File: src/rtl/beam_pkg.sv
// Shared constants for the beam summing pipeline: frame FSM states and
// output mode codes.
package beam_pkg;

    typedef enum logic [1:0] {
        ST_IDLE  = 2'd0,
        ST_RUN   = 2'd1,
        ST_DRAIN = 2'd2,
        ST_DONE  = 2'd3
    } beam_state_t;

    localparam logic [1:0] MODE_SUM     = 2'd0;
    localparam logic [1:0] MODE_MEAN    = 2'd1;
    localparam logic [1:0] MODE_SAT     = 2'd2;
    localparam logic [1:0] MODE_SUM_ALT = 2'd3;

endpackage

File: src/rtl/beam_add_stage.sv
// One level of the registered adder tree: adds adjacent pairs of signed
// operands with one bit of growth, holding its contents while en is low.
module beam_add_stage #(
    parameter int N_IN = 2,
    parameter int W    = 32
) (
    input  logic                         clk,
    input  logic                         rst_n,
    input  logic                         en,
    input  logic                         in_valid,
    input  logic [N_IN*W-1:0]            in_data,
    output logic                         out_valid,
    output logic [(N_IN/2)*(W+1)-1:0]    out_data
);

    logic [(N_IN/2)*(W+1)-1:0] pair_sum_s;
    logic                      valid_r;
    logic [(N_IN/2)*(W+1)-1:0] data_r;

    // Full-precision pairwise sums of the sign-extended operands.
    always_comb begin
        pair_sum_s = '0;
        for (int p = 0; p < N_IN / 2; p++) begin
            pair_sum_s[p*(W+1) +: (W+1)] =
                (W+1)'($signed(in_data[(2*p)*W +: W])) +
                (W+1)'($signed(in_data[(2*p+1)*W +: W]));
        end
    end

    // Stage register; data only updates on a valid beat.
    always_ff @(posedge clk or negedge rst_n) begin
        if (!rst_n) begin
            valid_r <= 1'b0;
            data_r  <= '0;
        end else if (en) begin
            valid_r <= in_valid;
            if (in_valid) begin
                data_r <= pair_sum_s;
            end
        end
    end

    assign out_valid = valid_r;
    assign out_data  = data_r;

endmodule

File: src/rtl/beam_sum_pipe.sv
// Frame-based multichannel beam summer: masked channels are reduced by a
// registered binary adder tree, then post-processed (sum/mean/saturate).
module beam_sum_pipe
    import beam_pkg::*;
#(
    parameter int NCH       = 8,
    parameter int IN_W      = 32,
    parameter int OUT_W     = 40,
    parameter int FRAME_LEN = 540
) (
    input  logic                  clk,
    input  logic                  rst_n,
    input  logic                  start,
    input  logic [NCH-1:0]        chan_mask,
    input  logic [1:0]            mode,
    input  logic                  in_valid,
    output logic                  in_ready,
    input  logic [NCH*IN_W-1:0]   in_data,
    output logic                  out_valid,
    input  logic                  out_ready,
    output logic [OUT_W-1:0]      out_data,
    output logic                  out_last,
    output logic                  busy,
    output logic                  done,
    output logic                  overflow
);

    localparam int LOG2  = $clog2(NCH);
    localparam int SUM_W = IN_W + LOG2;
    localparam int CNT_W = $clog2(FRAME_LEN + 1);

    localparam logic signed [SUM_W-1:0] SAT_HI = {{(LOG2+1){1'b0}}, {(IN_W-1){1'b1}}};
    localparam logic signed [SUM_W-1:0] SAT_LO = {{(LOG2+1){1'b1}}, {(IN_W-1){1'b0}}};
    localparam logic signed [SUM_W:0]   MEAN_HALF = (SUM_W+1)'(2 ** (LOG2 - 1));

    beam_state_t          state_r, state_s;
    logic [CNT_W-1:0]     in_cnt_r, out_cnt_r;
    logic [NCH-1:0]       mask_r;
    logic [1:0]           mode_r;
    logic                 busy_r, done_r, overflow_r;
    logic                 out_valid_r, out_last_r;
    logic [OUT_W-1:0]     out_data_r;

    logic                 start_ok_s, stall_s, in_ready_s, in_fire_s, out_fire_s;
    logic [NCH*IN_W-1:0]  masked_s;
    logic                 last_valid_s;
    logic signed [SUM_W-1:0] sum_s;
    logic signed [SUM_W:0]   mean_acc_s, mean_shift_s;
    logic [OUT_W-1:0]     result_s;
    logic                 sat_hit_s;

    assign start_ok_s = start && (state_r == ST_IDLE);
    assign stall_s    = out_valid_r && !out_ready;
    assign in_ready_s = (state_r == ST_RUN) && (in_cnt_r < CNT_W'(FRAME_LEN)) && !stall_s;
    assign in_fire_s  = in_valid && in_ready_s;
    assign out_fire_s = out_valid_r && out_ready;

    // Zero out disabled channels before they enter the tree.
    always_comb begin
        masked_s = '0;
        for (int k = 0; k < NCH; k++) begin
            if (mask_r[k]) begin
                masked_s[k*IN_W +: IN_W] = in_data[k*IN_W +: IN_W];
            end else begin
                masked_s[k*IN_W +: IN_W] = '0;
            end
        end
    end

    // Tree level l holds NCH>>l operands of IN_W+l bits each.
    for (genvar l = 0; l <= LOG2; l++) begin : g_lvl
        localparam int N = NCH >> l;
        localparam int W = IN_W + l;
        logic [N*W-1:0] data;
        logic           valid;
        if (l == 0) begin : g_in
            assign data  = masked_s;
            assign valid = in_fire_s;
        end else begin : g_add
            beam_add_stage #(
                .N_IN (NCH >> (l - 1)),
                .W    (IN_W + l - 1)
            ) u_stage (
                .clk       (clk),
                .rst_n     (rst_n),
                .en        (!stall_s),
                .in_valid  (g_lvl[l-1].valid),
                .in_data   (g_lvl[l-1].data),
                .out_valid (valid),
                .out_data  (data)
            );
        end
    end

    assign last_valid_s = g_lvl[LOG2].valid;
    assign sum_s        = $signed(g_lvl[LOG2].data);
    assign mean_acc_s   = $signed({sum_s[SUM_W-1], sum_s}) + MEAN_HALF;
    assign mean_shift_s = mean_acc_s >>> LOG2;

    // Output post-processing selected by the latched mode.
    always_comb begin
        result_s  = '0;
        sat_hit_s = 1'b0;
        case (mode_r)
            MODE_MEAN: result_s = OUT_W'(mean_shift_s);
            MODE_SAT: begin
                if (sum_s > SAT_HI) begin
                    result_s  = OUT_W'(SAT_HI);
                    sat_hit_s = 1'b1;
                end else if (sum_s < SAT_LO) begin
                    result_s  = OUT_W'(SAT_LO);
                    sat_hit_s = 1'b1;
                end else begin
                    result_s  = OUT_W'(sum_s);
                end
            end
            default: result_s = OUT_W'(sum_s);
        endcase
    end

    // Frame sequencing.
    always_comb begin
        state_s = state_r;
        case (state_r)
            ST_IDLE: begin
                if (start) state_s = ST_RUN;
                else       state_s = ST_IDLE;
            end
            ST_RUN: begin
                if (in_fire_s && (in_cnt_r == CNT_W'(FRAME_LEN - 1))) state_s = ST_DRAIN;
                else                                                   state_s = ST_RUN;
            end
            ST_DRAIN: begin
                if (out_fire_s && out_last_r) state_s = ST_DONE;
                else                          state_s = ST_DRAIN;
            end
            ST_DONE:  state_s = ST_IDLE;
            default:  state_s = ST_IDLE;
        endcase
    end

    // State register with busy/done decoded from the next state.
    always_ff @(posedge clk or negedge rst_n) begin
        if (!rst_n) begin
            state_r <= ST_IDLE;
            busy_r  <= 1'b0;
            done_r  <= 1'b0;
        end else begin
            state_r <= state_s;
            busy_r  <= (state_s == ST_RUN) || (state_s == ST_DRAIN);
            done_r  <= (state_s == ST_DONE);
        end
    end

    // Frame configuration latch and input transfer counter.
    always_ff @(posedge clk or negedge rst_n) begin
        if (!rst_n) begin
            in_cnt_r <= '0;
            mask_r   <= '0;
            mode_r   <= MODE_SUM;
        end else if (start_ok_s) begin
            in_cnt_r <= '0;
            mask_r   <= chan_mask;
            mode_r   <= mode;
        end else if (in_fire_s) begin
            in_cnt_r <= in_cnt_r + CNT_W'(1);
        end
    end

    // Output register; out_last tags the FRAME_LEN-th loaded beat.
    always_ff @(posedge clk or negedge rst_n) begin
        if (!rst_n) begin
            out_valid_r <= 1'b0;
            out_last_r  <= 1'b0;
            out_data_r  <= '0;
            out_cnt_r   <= '0;
            overflow_r  <= 1'b0;
        end else begin
            if (start_ok_s) begin
                out_cnt_r  <= '0;
                overflow_r <= 1'b0;
            end
            if (!stall_s) begin
                out_valid_r <= last_valid_s;
                if (last_valid_s) begin
                    out_data_r <= result_s;
                    out_last_r <= (out_cnt_r == CNT_W'(FRAME_LEN - 1));
                    out_cnt_r  <= out_cnt_r + CNT_W'(1);
                    if (sat_hit_s) begin
                        overflow_r <= 1'b1;
                    end
                end else begin
                    out_last_r <= 1'b0;
                end
            end
        end
    end

    assign in_ready  = in_ready_s;
    assign out_valid = out_valid_r;
    assign out_data  = out_data_r;
    assign out_last  = out_last_r;
    assign busy      = busy_r;
    assign done      = done_r;
    assign overflow  = overflow_r;

endmodule

File: config.mk
export PLATFORM = sky130hd
export DESIGN_NAME = beam_sum_pipe
export DESIGN_NICKNAME = d
export VERILOG_FILES = /design/src/rtl/beam_pkg.sv /design/src/rtl/beam_add_stage.sv /design/src/rtl/beam_sum_pipe.sv
export SDC_FILE = /design/constraint.sdc
export NUM_CORES = 1
export LEC_CHECK = 0
export CORE_ASPECT_RATIO = 1.5
export CORE_MARGIN = 4
export CORE_UTILIZATION = 55
export CTS_CLUSTER_DIAMETER = 120
export DETAILED_ROUTE_END_ITERATION = 16
export PLACE_DENSITY = 0.87
export SLEW_MARGIN = 10
export SYNTH_ARGS = -nofsm -noshare
export SYNTH_HDL_FRONTEND = slang
export SYNTH_SLANG_ARGS = --single-unit
File: constraint.sdc
create_clock -name clk -period 4.02 [get_ports clk]
set_input_delay 0.402 -clock clk [delete_from_list [all_inputs] [get_ports clk]]
set_output_delay 0.402 -clock clk [all_outputs]
set_load 0.005 [all_outputs]
==> metrics.csv, run 1 <==
metric,value,unit
cap_violations,0,
multi_input_area,17280,µm²
gp_congestion,0.9491,
n_antenna_cell,0,
cts_made_buffers,34,
num_vias,24077,
via_per_inst,5.914,
grt_overflow,0,
top_level_ports,317,
whs_path_depth,3,
dr.pass1.iters,6,
final_max_slew_viol_count,0,
slew_headroom,17.43,%
yosysTopAreaCellShare,29.96,%
yosysSeqAreaShare,29.96,%
syn_area,25900,µm²
fin_nets,3968,
yosysWarnings,0,
cts.clk_slew.worst_paths,0.06,ns
wl,69.15,mm
fin_ws,0.4057,ns
fin_setup_tns,0,ns
synth_fp_nets,3723,
r2r_start,mask_r[3],
syn_area_per_cell,8.067,µm²
finalHoldViolCount,0,
critPathKind,flop to flop,
grtUsageTotal,26.36,%
worst_pin_slew,1.234,ns
cp-start-kind,flop,
initial_utilization,55.57,%
grt_pass1_wl,111.6,mm
syn_inst,3210,
met1_usage,31.16,%
drive_gt1_share,3.940,%
busiest_layer,met2,
r2r_end,g_lvl[1].g_add.u_stage.out_data[64],
leakagePower,14.09,nW
use_met3,2.632,%
synth_top_area_cell,dfrtp_1,
p_per_area,485.0,nW/µm²
grt_max_degree,109,
clockBufferDepth,3,
ys_top_cells_by_area,"dfrtp_1 30%, ha_1 11%, nand2_1 7.0%",
finalCritPeriodShare,89.91,%
wl_per_cell,16.99,µm
syn_to_final_growth,18.35,%
yosysUniqueCellTypes,85,
status,"complete, no violations",
hold_path.class,input pin to flop,
cts_tree,yes,
cts_root_buf,clkbuf_16,
finalSetupViolCount,0,
core-area,46600,µm²
cts_hold_buf,1,
die_x,185.2,µm
fin_crit,3.614,ns
num-fill-cells,3911,
cts.sinks,310,
dp_slack,0.2795,ns
fp.dieArea,50690,µm²
r2r_slack,0.41,ns
cts_setup_buffers,0,
cp.required,4.43,ns
rsz0062_at_grt,false,
htreeDepth,2,
hold-path-endpoint,mask_r[7],
synth-main-ff-cell,dfrtp_1,
peakVddDrop,0.3452,mV
dp_hpwl,54.40,mm
synthArstFlopShare,100.0,%
clock_latency,0.53,ns
seq_area,7757,µm²
port_buffers,316,
antenna_found_initial,0,
antenna_left,0,
skew,0.01788,ns
cp.arrival,4.02,ns
rows,97,
endpoint_kind,flop,
cts_resized,0,
hp-start,chan_mask[7],
worstPathMaxFanout,19,
drt_iter0_drc,1620,
ys_seq_elements,310,
synth_edf_count,0,
die_height,273.8,µm
fmax,0.2767,GHz
drc_errors,0,
reg2regPathDepth,12,
grt_pass1_vias,23428,
met2_usage,49.41,%
cell usage in the layout, fill, tap and decap left out, drive strengths merged, types with 10 or more instances in the layout:
master | netlist | final
or4 | 10 | 10
ha | 235 | 235
a31oi | 23 | 23
buf | 23 | 32
o21bai | 30 | 30
nand3 | 67 | 67
or3 | 15 | 15
xnor2 | 118 | 118
a21oi | 271 | 271
nand4 | 46 | 46
a21o | 106 | 106
a22oi | 14 | 14
nand2 | 483 | 483
nand2b | 27 | 27
nor2b | 21 | 21
and2 | 273 | 273
clkdlybuf4s50 | 0 | 315
o21ai | 355 | 355
xor2 | 102 | 102
and3 | 34 | 34
o21a | 27 | 27
o211ai | 20 | 20
nand3b | 10 | 10
o31ai | 27 | 27
nor2 | 139 | 139
clkbuf | 116 | 49
a211oi | 34 | 34
inv | 82 | 82
nor3 | 37 | 37
dfrtp | 310 | 310
metrics by stage:
step                      power, mW  utilization [%]  cell area (µm²)  hold WS (ns)  std cells
final                         14.86            65.76            30650        0.3918       4071
after global routing          15.92            65.76            30650        0.4087       4071
after CTS                     14.87            65.76            30650        0.3796       4071
after detailed placement      11.66            63.36            29530        0.4624       4012
after global placement        11.48            63.36            29530        0.4543       4012
after floorplan               9.464                -            25900        0.1064       3210
worst max-delay path, stage by stage, from the launching register on:
cell and delay (ns):
dfrtp_1 0.57, and2_1 0.27, ha_1 0.28, a21o_1 0.10, a21o_1 0.17, a211oi_1 0.12
nor3_1 0.46, a2111oi_2 0.14, buf_4 0.18, o31ai_1 0.43, a21oi_1 0.21, o2111a_1 0.28
a221o_1 0.25
report_power, final:
| part | switching, mW | total [mW] | internal [mW] | leakage [nW] |
|---|---|---|---|---|
| clock network | 1.28 | 3.13 | 1.84 | 0.540 |
| logic | 3.75 | 6.63 | 2.88 | 9.55 |
| registers | 0.990 | 5.10 | 4.11 | 4.00 |
worst max-delay path by stage:
stage               slack [ns]   startpoint  cells past startpoint                                   end
floorplan                 0.94    mask_r[2]                     12   g_lvl[1].g_add.u_stage.out_data[64]
detailed placement        0.28  in_data[65]                     13   g_lvl[1].g_add.u_stage.out_data[64]
global route              0.08    mask_r[7]                     11  g_lvl[1].g_add.u_stage.out_data[122]
CTS                       0.40    mask_r[3]                     12   g_lvl[1].g_add.u_stage.out_data[64]
finish                    0.41    mask_r[3]                     12   g_lvl[1].g_add.u_stage.out_data[64]
global placement          0.32  in_data[65]                     13   g_lvl[1].g_add.u_stage.out_data[64]
layout make-up:
type | instances | share of cell area (%)
clock inverters | 9 | 0.2531
multi-input cells | 2679 | 56.39
well taps | 594 | 2.425
inverters | 82 | 1.004
flip-flops and latches | 310 | 25.31
clock buffers | 49 | 3.364
repair buffers | 348 | 11.25
kinds of logic (layout without fill, tap and decap cells):
logic type               count (synthesis)  count (layout)  share of synthesized area, %
flip-flops                             310             310                         29.96
AND/OR/NAND/NOR                       1200            1200                         22.92
adder cells (fa/ha/maj)                242             242                         11.90
XOR/XNOR                               220             220                         7.441
AO/OA/AOI/OAI                         1010            1010                         24.13
multiplexers                             7               7                        0.2899
buffers and inverters                  221             488                         3.368
Yosys cell counts (8+ instances only):
cell type / count
or3_1: 15
and2_1: 273
a211oi_1: 32
a21o_1: 106
o21a_1: 27
o211ai_1: 20
nand3_1: 67
a31oi_1: 23
ha_1: 235
a22oi_1: 14
o21ai_0: 327
dfrtp_1: 310
and3_1: 33
nor4_1: 9
a211o_1: 9
or4_1: 10
o21ai_1: 28
clkbuf_1: 116
nand2_1: 482
nand2b_1: 27
o21bai_1: 30
buf_1: 9
nand4_1: 45
inv_1: 82
a21oi_2: 22
o31ai_1: 27
nor3_1: 36
a21oi_1: 249
xnor2_1: 118
a311oi_1: 8
nor2b_1: 21
xor2_1: 102
nand3b_1: 10
nor2_1: 138
state kept, by name (all words and copies together), names as in the netlist:
signal / flops
state_r: 2
in_cnt_r: 10
g_lvl.g_add.u_stage.out_valid: 3
out_cnt_r: 10
busy: 1
done: 1
out_last: 1
g_lvl.g_add.u_stage.out_data: 235
overflow: 1
out_valid: 1
out_data: 35
mask_r: 8
mode_r: 2
layer usage:
| layer | vias up | share of wire (%) |
|---|---|---|
| met2 | 729 | 52 |
| met3 | 161 | 4.6 |
| li1 | 11904 | - |
| met1 | 11283 | 40 |
| met5 | - | 0 |
| met4 | 0 | 3.3 |
Power figures use the tool's default switching activity.
==> run 2: changes to the inputs <==
- GPL_ROUTABILITY_DRIVEN: default -> 0
- MAX_ROUTING_LAYER: default -> met4
- REMOVE_ABC_BUFFERS: default -> 1
==> metrics.csv, run 2 (synthesis results as in run 1) <==
metric,value,unit,change
status,"complete, but fails checks",,"was complete, no violations"
violations,negative hold slack,,
htreeDepth,2,,unchanged
mostFrequentLayoutCells,"480 x nand2_1, 327 x o21ai_0, 315 x clkdlybuf4s50_1",,unchanged
core-area,46600,µm²,unchanged
whs,-0.03288,ns,was 0.3918 ns
worst_pin_slew,1.149,ns,was 1.234 ns
slew_headroom,23.42,%,was 17.43%
grt_max_degree,120,,was 109
finalSetupViolCount,0,,unchanged
p_per_area,489.1,nW/µm²,was 485.0 nW/µm²
grtUsageTotal,27.59,%,was 26.36%
fin_crit,3.639,ns,was 3.614 ns
dr.pass1.iters,6,,unchanged
final_common_cell,nand2_1,,unchanged
via_per_inst,5.972,,was 5.914
wl_met1,26.62,mm,was 27.50 mm
port_buffers,316,,unchanged
design_area,30740,µm²,"was 30,650 µm²"
crit_slowest_cell,dfrtp_2,,was dfrtp_1
cp.required,4.43,ns,about the same
wl,69.80,mm,was 69.15 mm
path_buf_inv,0,,was 1
skew,0.01266,ns,was 0.01788 ns
num_vias,24331,,"was 24,077"
leakagePower,14.13,nW,was 14.09 nW
cts_made_buffers,34,,unchanged
grt_overflow,0,,unchanged
cts_root_buf,clkbuf_16,,unchanged
cts.sinks,310,,unchanged
drt_iter0_drc,1472,,"was 1,620"
cts_setup_buffers,0,,unchanged
worstPathMaxFanout,23,,was 19
wl_met2,36.09,mm,was 36.20 mm
place_area,29540,µm²,"was 29,530 µm²"
cp_cell_sequence,"and2_1, ha_1, a21o_1, a21o_1, a211oi_1, nor3_1, a2111oi_2, o31ai_1, a21oi_1, o21ai_0, a221o_1",,"was and2_1, ha_1, a21o_1, a21o_1, a211oi_1, nor3_1, a2111oi_2, buf_4, o31ai_1, a21oi_1, o2111a_1, a221o_1"
n_antenna_cell,0,,unchanged
drive_gt1_share,4.080,%,was 3.940%
final_max_slew_viol_count,0,,unchanged
die_height,273.8,µm,unchanged
wl_per_cell,17.13,µm,was 16.99 µm
cts.clk_slew.worst_paths,0.06,ns,about the same
top_level_ports,317,,unchanged
clock_latency,0.52,ns,was 0.53 ns
cap_violations,0,,unchanged
cp.arrival,4.05,ns,was 4.02 ns
grt_pass1_wl,113.7,mm,was 111.6 mm
rsz0062_at_grt,false,,unchanged
peakVddDrop,0.3459,mV,was 0.3452 mV
antenna_found_initial,0,,unchanged
critPathTopFamily,compound AO/OA/AOI/OAI gates,,unchanged
fin_nets,3967,,"was 3,968"
critPathKind,flop to flop,,unchanged
drc_errors,0,,unchanged
highest_layer,met4,,unchanged
endpoint_kind,flop,,unchanged
dp_hpwl,54.59,mm,was 54.40 mm
die_x,185.2,µm,unchanged
cts_tree,yes,,unchanged
cpMostUsedCell,a21o_1,,unchanged
largest_reg_flops,235,,unchanged
fin_setup_tns,0,ns,unchanged
max_stage_delay,0.57,ns,about the same
cp-start-kind,flop,,unchanged
antenna_left,0,,unchanged
rows,97,,unchanged
syn_to_final_growth,18.72,%,was 18.35%
wl_met3,2.981,mm,was 3.191 mm
fp.dieArea,50690,µm²,unchanged
clockBufferDepth,3,,unchanged
initial_utilization,55.57,%,unchanged
finalCritPeriodShare,90.52,%,was 89.91%
hold_path.class,input pin to async pin,,was input pin to flop
grt_pass1_vias,23959,,"was 23,428"
finalHoldViolCount,19,,was 0
fmax,0.2748,GHz,was 0.2767 GHz
-- run 2: final cells by class --
class                           instances  area (µm²)
Tap cell                              594       743.2
Clock inverter                         15       197.7
Timing Repair Buffer                  347        3451
Sequential cell                       310        7759
Fill cell                            3805       15860
Multi-Input combinational cell       2679       17280
Clock buffer                           47        1003
Inverter                               82       307.8
-- run 2: path summary, 6_finish.rpt --
| kind | cells past startpoint | from | end | slack, ns |
|---|---|---|---|---|
| worst min register to register | 2 | overflow | overflow | 0.47 |
| worst min-delay path | 1 | rst_n | out_cnt_r[0] | -0.03 |
| min in group clk | 3 | chan_mask[6] | mask_r[6] | 0.40 |
| worst max-delay path | 11 | mask_r[3] | g_lvl[1].g_add.u_stage.out_data[64] | 0.38 |
| worst max register to register | 11 | mask_r[3] | g_lvl[1].g_add.u_stage.out_data[64] | 0.38 |
| max in group asynchronous | 2 | rst_n | mask_r[3] | 3.05 |
-- run 2: routing by layer --
layer	global-route usage, %	up-vias
li1	-	11918
met1	30.08	11412
met2	49.27	740
met3	2.779	261
met4	14.40	0
met5	-	-
-- run 2: through the flow --
stage	util, %	setup WS (ns)	cells	power [mW]	hold slack (ns)
floorplan	-	-1.200	3071	9.317	0.1064
global placement	63.39	0.2735	4012	11.40	0.4539
detailed placement	63.39	0.2304	4012	11.61	0.4608
CTS	65.97	0.2573	4074	15.03	0.009446
global route	65.97	0.2084	4074	16.09	0.03284
finish	65.97	0.3812	4074	15.04	-0.03288
-- run 2: worst reg2reg max path, cell delays in order, from the launching register on --
cell	delay (ns)
dfrtp_2	0.57
and2_1	0.25
ha_1	0.24
a21o_1	0.16
a21o_1	0.20
a211oi_1	0.38
nor3_1	0.20
a2111oi_2	0.56
o31ai_1	0.23
a21oi_1	0.30
o21ai_0	0.12
a221o_1	0.30
-- run 2: repair_timing --
action                     in CTS  in global routing
setup endpoints to repair       0                  1
hold buffers                    0                  0
gates resized for setup         0                  1
-- run 2: where the power goes --
part           internal (mW)  leakage (nW)  switching (mW)
Combinational           2.87          9.56            3.76
Clock                   2.02         0.581            1.33
Sequential              4.11          4.00           0.939
Total                   9.01          14.1            6.03
